--- config.mk ---
export PLATFORM = sky130hd
export DESIGN_NAME = pcie_tlp_completer
export DESIGN_NICKNAME = d
export VERILOG_FILES = /design/src/rtl/pcie_tlp_completer.sv
export SDC_FILE = /design/constraint.sdc
export NUM_CORES = 1
export LEC_CHECK = 0
export CAP_MARGIN = 20
export CORE_MARGIN = 2
export CORE_UTILIZATION = 35
export CTS_BUF_LIST = sky130_fd_sc_hd__clkbuf_4
export CTS_CLUSTER_SIZE = 30
export DETAILED_ROUTE_END_ITERATION = 8
export GPL_TIMING_DRIVEN = 0
export SKIP_CTS_REPAIR_TIMING = 1
export SYNTH_ARGS = -nofsm -noshare
export SYNTH_HDL_FRONTEND = slang
export SYNTH_SLANG_ARGS = --single-unit
--- constraint.sdc ---
create_clock -name user_clk -period 4.9 [get_ports user_clk]
set_input_delay 0.735 -clock user_clk [delete_from_list [all_inputs] [get_ports user_clk]]
set_output_delay 0.735 -clock user_clk [all_outputs]
set_load 0.005 [all_outputs]
--- src/rtl/pcie_tlp_completer.sv ---
// pcie_tlp_completer: answers single-DW MRd32/MWr32 requests that hit BAR0
// against an internal 2^REG_ADDR_BITS x 32 register bank. MRd32 requests are
// answered with a CplD on the tx stream; MWr32 data is byte-masked into the bank.
//
// Handshake: a beat moves on either AXI-Stream interface only in a cycle where
// tvalid and tready are both high at the rising edge; tx tdata/tlast are held
// until that happens. rx_tready is low for the whole completion.
//
// Optional feature: define PCIE_TLP_COMPLETER_STATS_EN to build the saturating
// stat_rd/stat_wr/stat_drop counters; otherwise they read 16'h0.
module pcie_tlp_completer #(
    parameter int REG_ADDR_BITS = 4
) (
    input  logic        user_clk,
    input  logic        s_aresetn,
    input  logic [7:0]  cfg_bus_number,
    input  logic [4:0]  cfg_device_number,
    input  logic [2:0]  cfg_function_number,
    input  logic [31:0] m_axis_pcie_rx_tdata,
    input  logic        m_axis_pcie_rx_tlast,
    input  logic        m_axis_pcie_rx_tvalid,
    output logic        m_axis_pcie_rx_tready,
    input  logic [21:0] m_axis_pcie_rx_tuser,
    output logic [31:0] s_axis_pcie_tx_tdata,
    output logic [3:0]  s_axis_pcie_tx_tkeep,
    output logic [3:0]  s_axis_pcie_tx_tuser,
    output logic        s_axis_pcie_tx_tlast,
    output logic        s_axis_pcie_tx_tvalid,
    input  logic        s_axis_pcie_tx_tready,
    output logic [15:0] stat_rd,
    output logic [15:0] stat_wr,
    output logic [15:0] stat_drop
);

    localparam int NREG = 1 << REG_ADDR_BITS;

    typedef enum logic [3:0] {
        RX_H0, RX_H1, RX_H2, RX_DATA, DRAIN, TX_H0, TX_H1, TX_H2, TX_D
    } state_t;

    state_t                   state_q, state_d;
    logic                     rx_tready_q, rx_tready_d;
    logic                     tx_valid_q, tx_valid_d;
    logic                     tx_last_q, tx_last_d;
    logic [31:0]              tx_data_q, tx_data_d;
    logic                     is_wr_q, is_wr_d;
    logic [2:0]               tc_q, tc_d;
    logic [1:0]               attr_q, attr_d;
    logic [15:0]              req_id_q, req_id_d;
    logic [7:0]               tag_q, tag_d;
    logic [3:0]               be_q, be_d;
    logic [REG_ADDR_BITS-1:0] idx_q, idx_d;
    logic [4:0]               addr_lo_q, addr_lo_d;
    logic [31:0]              bank_q [NREG];
    logic [31:0]              bank_d [NREG];

    logic rx_fire, tx_fire, hdr_ok;
    logic rd_inc, wr_inc, drop_inc;

    assign rx_fire = m_axis_pcie_rx_tvalid & rx_tready_q;
    assign tx_fire = tx_valid_q & s_axis_pcie_tx_tready;
    assign hdr_ok  = ((m_axis_pcie_rx_tdata[31:24] == 8'h00) ||
                      (m_axis_pcie_rx_tdata[31:24] == 8'h40)) &&
                     (m_axis_pcie_rx_tdata[9:0] == 10'd1) &&
                     m_axis_pcie_rx_tuser[2];

    // Request parse, completion sequencing and bank write: next-state computation
    always_comb begin
        state_d   = state_q;
        tx_valid_d = tx_valid_q;
        tx_last_d = tx_last_q;
        tx_data_d = tx_data_q;
        is_wr_d   = is_wr_q;
        tc_d      = tc_q;
        attr_d    = attr_q;
        req_id_d  = req_id_q;
        tag_d     = tag_q;
        be_d      = be_q;
        idx_d     = idx_q;
        addr_lo_d = addr_lo_q;
        bank_d    = bank_q;
        rd_inc    = 1'b0;
        wr_inc    = 1'b0;
        drop_inc  = 1'b0;
        case (state_q)
            RX_H0: if (rx_fire) begin
                if (hdr_ok && !m_axis_pcie_rx_tlast) begin
                    is_wr_d = m_axis_pcie_rx_tdata[30];
                    tc_d    = m_axis_pcie_rx_tdata[22:20];
                    attr_d  = m_axis_pcie_rx_tdata[13:12];
                    state_d = RX_H1;
                end else begin
                    // Rejected header, or an accepted one that ends too early
                    drop_inc = 1'b1;
                    state_d  = m_axis_pcie_rx_tlast ? RX_H0 : DRAIN;
                end
            end
            RX_H1: if (rx_fire) begin
                if (m_axis_pcie_rx_tlast) begin
                    drop_inc = 1'b1;
                    state_d  = RX_H0;
                end else begin
                    req_id_d = m_axis_pcie_rx_tdata[31:16];
                    tag_d    = m_axis_pcie_rx_tdata[15:8];
                    be_d     = m_axis_pcie_rx_tdata[3:0];
                    state_d  = RX_H2;
                end
            end
            RX_H2: if (rx_fire) begin
                // Upper address bits are ignored, so the bank aliases
                idx_d     = m_axis_pcie_rx_tdata[REG_ADDR_BITS+1:2];
                addr_lo_d = m_axis_pcie_rx_tdata[6:2];
                if (is_wr_q) begin
                    if (m_axis_pcie_rx_tlast) begin
                        drop_inc = 1'b1;
                        state_d  = RX_H0;
                    end else begin
                        state_d = RX_DATA;
                    end
                end else if (m_axis_pcie_rx_tlast) begin
                    tx_valid_d = 1'b1;
                    tx_last_d  = 1'b0;
                    tx_data_d  = {1'b0, 2'b10, 5'b01010, 1'b0, tc_q, 4'b0000,
                                  2'b00, attr_q, 2'b00, 10'd1};
                    state_d    = TX_H0;
                end else begin
                    drop_inc = 1'b1;
                    state_d  = DRAIN;
                end
            end
            RX_DATA: if (rx_fire) begin
                for (int i = 0; i < 4; i++) begin
                    if (be_q[i]) begin
                        bank_d[idx_q][8*i +: 8] = m_axis_pcie_rx_tdata[8*i +: 8];
                    end
                end
                wr_inc  = 1'b1;
                state_d = m_axis_pcie_rx_tlast ? RX_H0 : DRAIN;
            end
            DRAIN: if (rx_fire && m_axis_pcie_rx_tlast) begin
                state_d = RX_H0;
            end
            TX_H0: if (tx_fire) begin
                tx_data_d = {cfg_bus_number, cfg_device_number, cfg_function_number,
                             3'b000, 1'b0, 12'd4};
                state_d   = TX_H1;
            end
            TX_H1: if (tx_fire) begin
                tx_data_d = {req_id_q, tag_q, 1'b0, addr_lo_q, 2'b00};
                state_d   = TX_H2;
            end
            TX_H2: if (tx_fire) begin
                // Byte enables are ignored on reads: always the full DW
                tx_data_d = bank_q[idx_q];
                tx_last_d = 1'b1;
                state_d   = TX_D;
            end
            TX_D: if (tx_fire) begin
                tx_valid_d = 1'b0;
                tx_last_d  = 1'b0;
                tx_data_d  = 32'h0;
                rd_inc     = 1'b1;
                state_d    = RX_H0;
            end
            default: state_d = RX_H0;
        endcase
        rx_tready_d = !(state_d inside {TX_H0, TX_H1, TX_H2, TX_D});
    end

    // State, registered stream outputs, latched header fields and bank
    always_ff @(posedge user_clk or negedge s_aresetn) begin
        if (!s_aresetn) begin
            state_q     <= RX_H0;
            rx_tready_q <= 1'b0;
            tx_valid_q  <= 1'b0;
            tx_last_q   <= 1'b0;
            tx_data_q   <= 32'h0;
            is_wr_q     <= 1'b0;
            tc_q        <= 3'h0;
            attr_q      <= 2'h0;
            req_id_q    <= 16'h0;
            tag_q       <= 8'h0;
            be_q        <= 4'h0;
            idx_q       <= '0;
            addr_lo_q   <= 5'h0;
            for (int i = 0; i < NREG; i++) begin
                bank_q[i] <= 32'h0;
            end
        end else begin
            state_q     <= state_d;
            rx_tready_q <= rx_tready_d;
            tx_valid_q  <= tx_valid_d;
            tx_last_q   <= tx_last_d;
            tx_data_q   <= tx_data_d;
            is_wr_q     <= is_wr_d;
            tc_q        <= tc_d;
            attr_q      <= attr_d;
            req_id_q    <= req_id_d;
            tag_q       <= tag_d;
            be_q        <= be_d;
            idx_q       <= idx_d;
            addr_lo_q   <= addr_lo_d;
            for (int i = 0; i < NREG; i++) begin
                bank_q[i] <= bank_d[i];
            end
        end
    end

`ifdef PCIE_TLP_COMPLETER_STATS_EN
    logic [15:0] stat_rd_q, stat_rd_d;
    logic [15:0] stat_wr_q, stat_wr_d;
    logic [15:0] stat_drop_q, stat_drop_d;

    // Saturating event counters
    always_comb begin
        stat_rd_d   = stat_rd_q;
        stat_wr_d   = stat_wr_q;
        stat_drop_d = stat_drop_q;
        if (rd_inc && stat_rd_q != 16'hFFFF)     stat_rd_d   = stat_rd_q + 16'd1;
        if (wr_inc && stat_wr_q != 16'hFFFF)     stat_wr_d   = stat_wr_q + 16'd1;
        if (drop_inc && stat_drop_q != 16'hFFFF) stat_drop_d = stat_drop_q + 16'd1;
    end

    // Counter registers
    always_ff @(posedge user_clk or negedge s_aresetn) begin
        if (!s_aresetn) begin
            stat_rd_q   <= 16'h0;
            stat_wr_q   <= 16'h0;
            stat_drop_q <= 16'h0;
        end else begin
            stat_rd_q   <= stat_rd_d;
            stat_wr_q   <= stat_wr_d;
            stat_drop_q <= stat_drop_d;
        end
    end

    assign stat_rd   = stat_rd_q;
    assign stat_wr   = stat_wr_q;
    assign stat_drop = stat_drop_q;
`else
    logic unused_stat_inc;
    assign unused_stat_inc = rd_inc ^ wr_inc ^ drop_inc;
    assign stat_rd   = 16'h0;
    assign stat_wr   = 16'h0;
    assign stat_drop = 16'h0;
`endif

    logic unused_tuser;
    assign unused_tuser = ^{m_axis_pcie_rx_tuser[21:3], m_axis_pcie_rx_tuser[1:0]};

    assign m_axis_pcie_rx_tready = rx_tready_q;
    assign s_axis_pcie_tx_tdata  = tx_data_q;
    assign s_axis_pcie_tx_tlast  = tx_last_q;
    assign s_axis_pcie_tx_tvalid = tx_valid_q;
    assign s_axis_pcie_tx_tkeep  = 4'hf;
    assign s_axis_pcie_tx_tuser  = 4'h0;

endmodule

# Word-level counts from Yosys, hierarchy flattened
# Index checks and enable logic that the tools add are counted.
[op_classes] n_shift=0 n_mux=59 bitwise=4 magnitude_cmp=2 n_mul=0 div=0 n_reduce_logical=21 n_eq_ne=21 n_addsub=0
[op_table] operator="two-way mux 512 bit" n=10
[op_table] operator="bitwise mux 512 bit" n=4
[op_table] operator="demux 32 bit (select 4 bit)" n=4
[op_table] operator="two-way mux 32 bit" n=10
[op_table] operator="one-hot mux 32 bit (5 select lines)" n=1
[op_table] operator="binary-select mux 32 bit (select 4 bit)" n=1
[op_table] operator="two-way mux 4 bit" n=10
[op_table] operator="one-hot mux 4 bit (9 select lines)" n=1
[op_table] operator="== test 4 x 3 -> 1 bit, second input constant" n=7
[op_table] operator="two-way mux 24 bit" n=1
[op_table] operator="two-way mux 16 bit" n=1
[op_table] operator="!= test 2 bit, second input constant" n=7
[op_table] operator="== test 10 x 1 -> 1 bit, second input constant" n=1
[op_table] operator="two-way mux 1 bit" n=9
[op_table] operator="== test 4 x 2 -> 1 bit, second input constant" n=2
[op_table] operator="== test 4 bit, second input constant" n=2
[op_table] operator="== test 8 x 7 -> 1 bit, second input constant" n=1
[op_table] operator="zero test 8 bit" n=1
[op_table] operator="two-way mux 8 bit" n=1
[op_table] operator="AND reduction 8 bit" n=1
[op_table] operator="two-way mux 3 bit" n=2
[op_table] operator="AND reduction 3 bit" n=2
[op_table] operator="AND reduction 6 bit" n=1
[op_table] operator=">= comparator 5 bit, second input constant" n=1
[op_table] operator="other kinds (18)" n=26
[totals] register_bits=594 latch_bits=0 mem_bits_ro=0 mem_bits_rw=0 output_inout_bits=91 in_bits=75 elab_cells=136 memories=0

# Logic depth before layout (Yosys ltp)
[depth] word_depth=19 ltp_mapped=8 ltp_nobuf=7

# Worst setup path after synthesis
# OpenSTA, ideal clock, no wires.
[synth_timing] kind="input -> register" startpoint="input port m_axis_pcie_rx_tvalid" endpoint="register bank_q[480] (netlist bit)" cell_stages=7 setup_time_ns=0.125 t_arrival_ns=2.091 path_slack_ns=2.684 t_required_ns=4.775 path_cell_list="and2_1 > buf_4 > nand4_4 > nor3_4 > buf_12 > nand3_4 > mux2_4"
[synth_via] elab_chain_len=2
[synth_lines] item="start, declared" line="21" rtl="input logic m_axis_pcie_rx_tvalid,"
[synth_lines] item="bitwise AND 1 bit" line="60" rtl="assign rx_fire = m_axis_pcie_rx_tvalid & rx_tready_q;"
[synth_lines] item="AND reduction 2 bit (no line)"
[synth_lines] item="end signal, assigned by index" line="204" rtl="bank_q[i] <= bank_d[i];"
[synth_lines] item="end, declared" line="54" rtl="logic [31:0] bank_q [NREG];"
# Every way passes these cells.
# A chain may end at the register's enable or synchronous reset.

# Worst setup path in the final report
[layout_timing] startpoint="register state_q[1]" endpoint="register tx_data_q[24] (netlist: s_axis_pcie_tx_tdata[24])"
[layout_via] elab_chain_len=3
[layout_lines] item="start, declared" line="41" rtl="state_t state_q, state_d;"
[layout_lines] item="start signal, assigned" line="190" rtl="state_q <= state_d;"
[layout_lines] item="== test 4 bit, or another cell as far along" line="85" rtl="case (state_q)"
[layout_lines] item="nonzero test 5 bit (no line) or != test 2 bit (tied branches)"
[layout_lines] item="AND reduction 8 bit (no line)"
[layout_lines] item="end signal, assigned" line="194" rtl="tx_data_q <= tx_data_d;"
[layout_lines] item="end, declared" line="45" rtl="logic [31:0] tx_data_q, tx_data_d;"
# Parallel ways exist; a longest one is shown, timed or not.

==> flow_results.org <==
** Outcome
- The flow ran to the end, and the final reports show no timing, DRC or antenna violations.

** Setup path
- Element type at the critical path start :: flip-flop
- STA puts the critical path data required time at 5860 ps.
- In this run the worst path has a maximum fanout of 10.
- Nature of the critical path endpoint :: flip-flop
- Setup Crit Path Kind :: flip-flop to flip-flop
- For the worst setup path, the data arrival time is 3850 ps.

** Power
- The analysis attributes to cell leakage a power of 15.65 nW.
- Of the total power, the share spent switching nets is 23.71%.
- Comb pwr share :: 3.0%
- In this run the power spent charging and discharging nets is 2.278 mW.
- Across the VDD grid, the largest voltage drop is 0.1543 mV.
- Sequential fraction of design power :: 50.7%
- In this run, the clock network consumes 46.3% of the power.
- In this run the power density over the cells is 294.1 nW/um^2.
- Total internal power :: 7.329 mW

** STA
- Of the available clock period, the critical path in the final layout requires 59.02%.
- Final setup TNS :: 0 ps
- Final count of negative-setup-slack endpoints :: 0
- Setup repair after global routing left no endpoint under its margin.
- Worst-case headroom to the max-slew limit :: 21.30%
- Final hold viol count :: 0
- Post-route minimum period :: 2892 ps
- Highest Clock Rate :: 345.8 MHz
- The number of max-slew violations in the final report came to 0.
- Slew at the pin with the worst max-slew slack :: 1180 ps
- For the final database, setup skew stands at 76.55 ps.

** Place
- Number of instances in the placed design :: 3075
- GPL Wtd Cong :: 0.8450
- Number of buffers added on ports :: 86
- Once detailed placement completed, the half-perimeter wirelength came to 56600 um.

** Die
- Number of placement rows :: 103
- Measured along the x axis, the die boundary spans 287.1 um.
- Core Box Area :: 79130 sq um
- The die covers 82400 sq um.
- Pin placement for this block handled 166 I/O pins.
- Height of the chip :: 287.1 um
- The initial utilization of the core area, before any placement, comes to 35.44%.

** Clock tree
- The later pin in the worst-skew pair is clocked with a latency of 1050 ps.
- TritonCTS built the clock tree.
- The longest clock path from root to sink contains 3 buffers.
- Clock buffers created by TritonCTS :: 160
- The clock tree synthesis step divided the H-tree into 4 levels.
- Clock-pin slew was measured on the worst setup and hold paths at 70 ps.
- CTS Root Cell :: sky130_fd_sc_hd__clkbuf_4
- The clock drives 590 sinks.

** Detailed routing
- Total wirelength of the detailed-routed design :: 83230 um
- Vias per cell :: 5.350
- Vias after detailed routing :: 17890
- Wire length per cell after detailed routing :: 24.89 um
- In this run the remaining antenna-violating nets after routing total 0.
- After detailed routing, the number of remaining DRC violations is 0.
- The first TritonRoute pass finished after 5 iterations.
- In this run, the number of DRC markers left after iteration 0 of detailed routing was 1163.

** Finish
- Layout-stage area growth over the synthesis result :: 16.46%
- Number of standard cells in the final layout excluding fillers :: 3344
- Proportion of layout cells with a drive suffix above 1 :: 46.45%
- Number of filler instances in the final layout :: 7418
- For this run, the post-layout net count is 2264.

** Synth
- By area, the combinational part of the netlist is dominated by multiplexers.
- Cell types with the largest area share after synthesis :: sky130_fd_sc_hd__dfrtp_1, sky130_fd_sc_hd__mux2_2, sky130_fd_sc_hd__mux4_2, sky130_fd_sc_hd__mux2i_1, sky130_fd_sc_hd__buf_4
- Average footprint of a synthesized cell :: 14.96 sq um
- Commonest cells post-synth :: sky130_fd_sc_hd__dfrtp_1, sky130_fd_sc_hd__mux2_2, sky130_fd_sc_hd__mux4_2
- Number of enable-type register cells in the synthesized netlist :: 0
- Of the synthesized area, sequential elements account for 52.65%.
- Multiplexer share of the synthesized area :: 33.92%
- In this run the biggest area consumer among cell types represents 52.65% of the synthesized area.
- Post-synthesis cell type count :: 68
- Post-Synth Adder-Cell Area :: 0.04462%
- During synthesis, Yosys emitted a total of 0 warnings.
- Summing the areas of all compound-gate instances in the mapped netlist gives 3.717% of the synthesized area.
- Syn Std Cell Area :: 28040 sq um
- Number of cells produced by synthesis :: 1874
- Of the total synthesized cell area, the portion taken by AND, OR, NAND and NOR gates is 5.707%.
- Summing the areas of all xor and xnor instances in the mapped netlist gives 0.03123% of the synthesized area.
- The biggest area contributor in the post-synthesis netlist is sky130_fd_sc_hd__dfrtp_1.
- Most numerous cell in the Yosys netlist :: sky130_fd_sc_hd__dfrtp_1
- In the synthesized netlist the dominant register cell turns out to be sky130_fd_sc_hd__dfrtp_1.
- After synthesis the netlist holds a flip-flop and latch count of 590.
- In the synthesized netlist the async set-or-reset flop fraction comes to 100.0%.

** Global route
- GR Overflow Total :: 0
- Largest net degree at the start of global routing :: 130
- Global-route wire length before repair :: 123600 um
- In the global route stage, overall resource usage came out at 20.50%.
- The via count of the first global-routing pass came to 19290.
- The initial antenna violation count is 2.

** Job
- Max-capacitance violation count :: 0

** Worst hold path
- The min-delay analysis places its worst path in the category primary input to async pin.
[kinds of logic after synthesis]
kind of cell | Yosys count
muxes | 743
and+or+nand+nor | 196
AOI/OAI and AO/OA | 153
DFF | 590
buffers and inverters | 188
other | 2
xor gates and xnor gates | 1
adders and majority gates | 1
[critical path, stage by stage (launching register included)]
cell	delay [ps]
sky130_fd_sc_hd__dfrtp_1	410
sky130_fd_sc_hd__buf_2	210
sky130_fd_sc_hd__nor2b_1	610
sky130_fd_sc_hd__clkbuf_1	750
sky130_fd_sc_hd__a22oi_1	250
sky130_fd_sc_hd__o21ai_0	230
sky130_fd_sc_hd__a31oi_1	140
sky130_fd_sc_hd__a21oi_1	210
[power groups by stage]
stage | clock network, mW | registers (mW) | logic (mW)
2_1_floorplan | 0 | 4.96 | 0.0746
3_3_place_gp | 0 | 4.97 | 0.263
4_1_cts | 4.58 | 4.87 | 0.290
3_5_place_dp | 0 | 4.96 | 0.289
5_1_grt | 4.84 | 4.87 | 0.322
6_report | 4.45 | 4.87 | 0.287
[layout by cell type (no fill, tap or decap), types with 14 or more instances in the layout]
cell                              count
sky130_fd_sc_hd__clkbuf_4           227
sky130_fd_sc_hd__nor2_1              20
sky130_fd_sc_hd__nor2_4              22
sky130_fd_sc_hd__dfrtp_1            590
sky130_fd_sc_hd__clkinv_1            14
sky130_fd_sc_hd__clkbuf_1            66
sky130_fd_sc_hd__a31oi_1             23
sky130_fd_sc_hd__a211o_1             19
sky130_fd_sc_hd__a22oi_1             32
sky130_fd_sc_hd__o21ai_0             17
sky130_fd_sc_hd__mux2_4              16
sky130_fd_sc_hd__mux2_1              42
sky130_fd_sc_hd__mux2i_1             86
sky130_fd_sc_hd__mux4_2             106
sky130_fd_sc_hd__mux2_2             493
sky130_fd_sc_hd__conb_1              56
sky130_fd_sc_hd__a21oi_1             23
sky130_fd_sc_hd__o22ai_1             22
sky130_fd_sc_hd__buf_2               28
sky130_fd_sc_hd__nand3_1             20
sky130_fd_sc_hd__nand2_1             18
sky130_fd_sc_hd__buf_4               80
sky130_fd_sc_hd__clkdlybuf4s50_1     85
[state kept, by name, summed over array words and instances (netlist names)]
name / count
addr_lo_q: 2
attr_q: 2
bank_q: 512
be_q: 4
idx_q: 3
is_wr_q: 1
m_axis_pcie_rx_tready: 1
req_id_q: 16
s_axis_pcie_tx_tdata: 32
s_axis_pcie_tx_tlast: 1
s_axis_pcie_tx_tvalid: 1
state_q: 4
tag_q: 8
tc_q: 3
[path summary, 6_finish.rpt]
kind / cells past startpoint / to / slack [ps] / startpoint
setup / recovery: 7 / s_axis_pcie_tx_tdata[24] / 2010 / state_q[1]
hold / removal: 2 / is_wr_q / 170 / s_aresetn
setup reg to reg: 7 / s_axis_pcie_tx_tdata[24] / 2010 / state_q[1]
hold reg to reg: 1 / bank_q[294] / 480 / bank_q[294]
max in group asynchronous: 4 / bank_q[216] / 3170 / s_aresetn
min in group user_clk: 2 / idx_q[0] / 300 / m_axis_pcie_rx_tdata[2]
[cell type report]
| class | count | area, sq um | area share (%) |
|---|---|---|---|
| buffer | 182 | 1071 | 3.279 |
| sequential | 590 | 14760 | 45.21 |
| tap | 1050 | 1314 | 4.023 |
| timing repair buffer | 98 | 1094 | 3.348 |
| clock buffer | 227 | 1704 | 5.218 |
| inverter | 6 | 22.52 | 0.06896 |
| clock inverter | 31 | 277.8 | 0.8505 |
| multi-input combinational | 1150 | 12390 | 37.93 |
| antenna | 10 | 25.02 | 0.07662 |
[per-layer routing]
layer / part of all wire [%] / track usage (%) / vias up
met5: 0 / 0 / -
met4: 3.1 / 8.346 / 0
met3: 6.7 / 5.095 / 167
met2: 47 / 32.28 / 627
met1: 44 / 27.10 / 9506
li1: - / - / 7592
[stage by stage]
step	hold slack [ps]	power, mW	cell area (sq um)	utilization [%]	worst slack, ps
after global routing	103.0	10.03	32660	41.27	1915
after detailed placement	470.8	5.250	30640	38.72	1383
after CTS	-513.5	9.739	32620	41.23	1987
final	167.5	9.606	32660	41.27	2008
after global placement	462.2	5.238	30420	38.44	-21980
after floorplan	439.4	5.037	28240	-	2684
No activity file was read; power rests on OpenSTA's default activity.
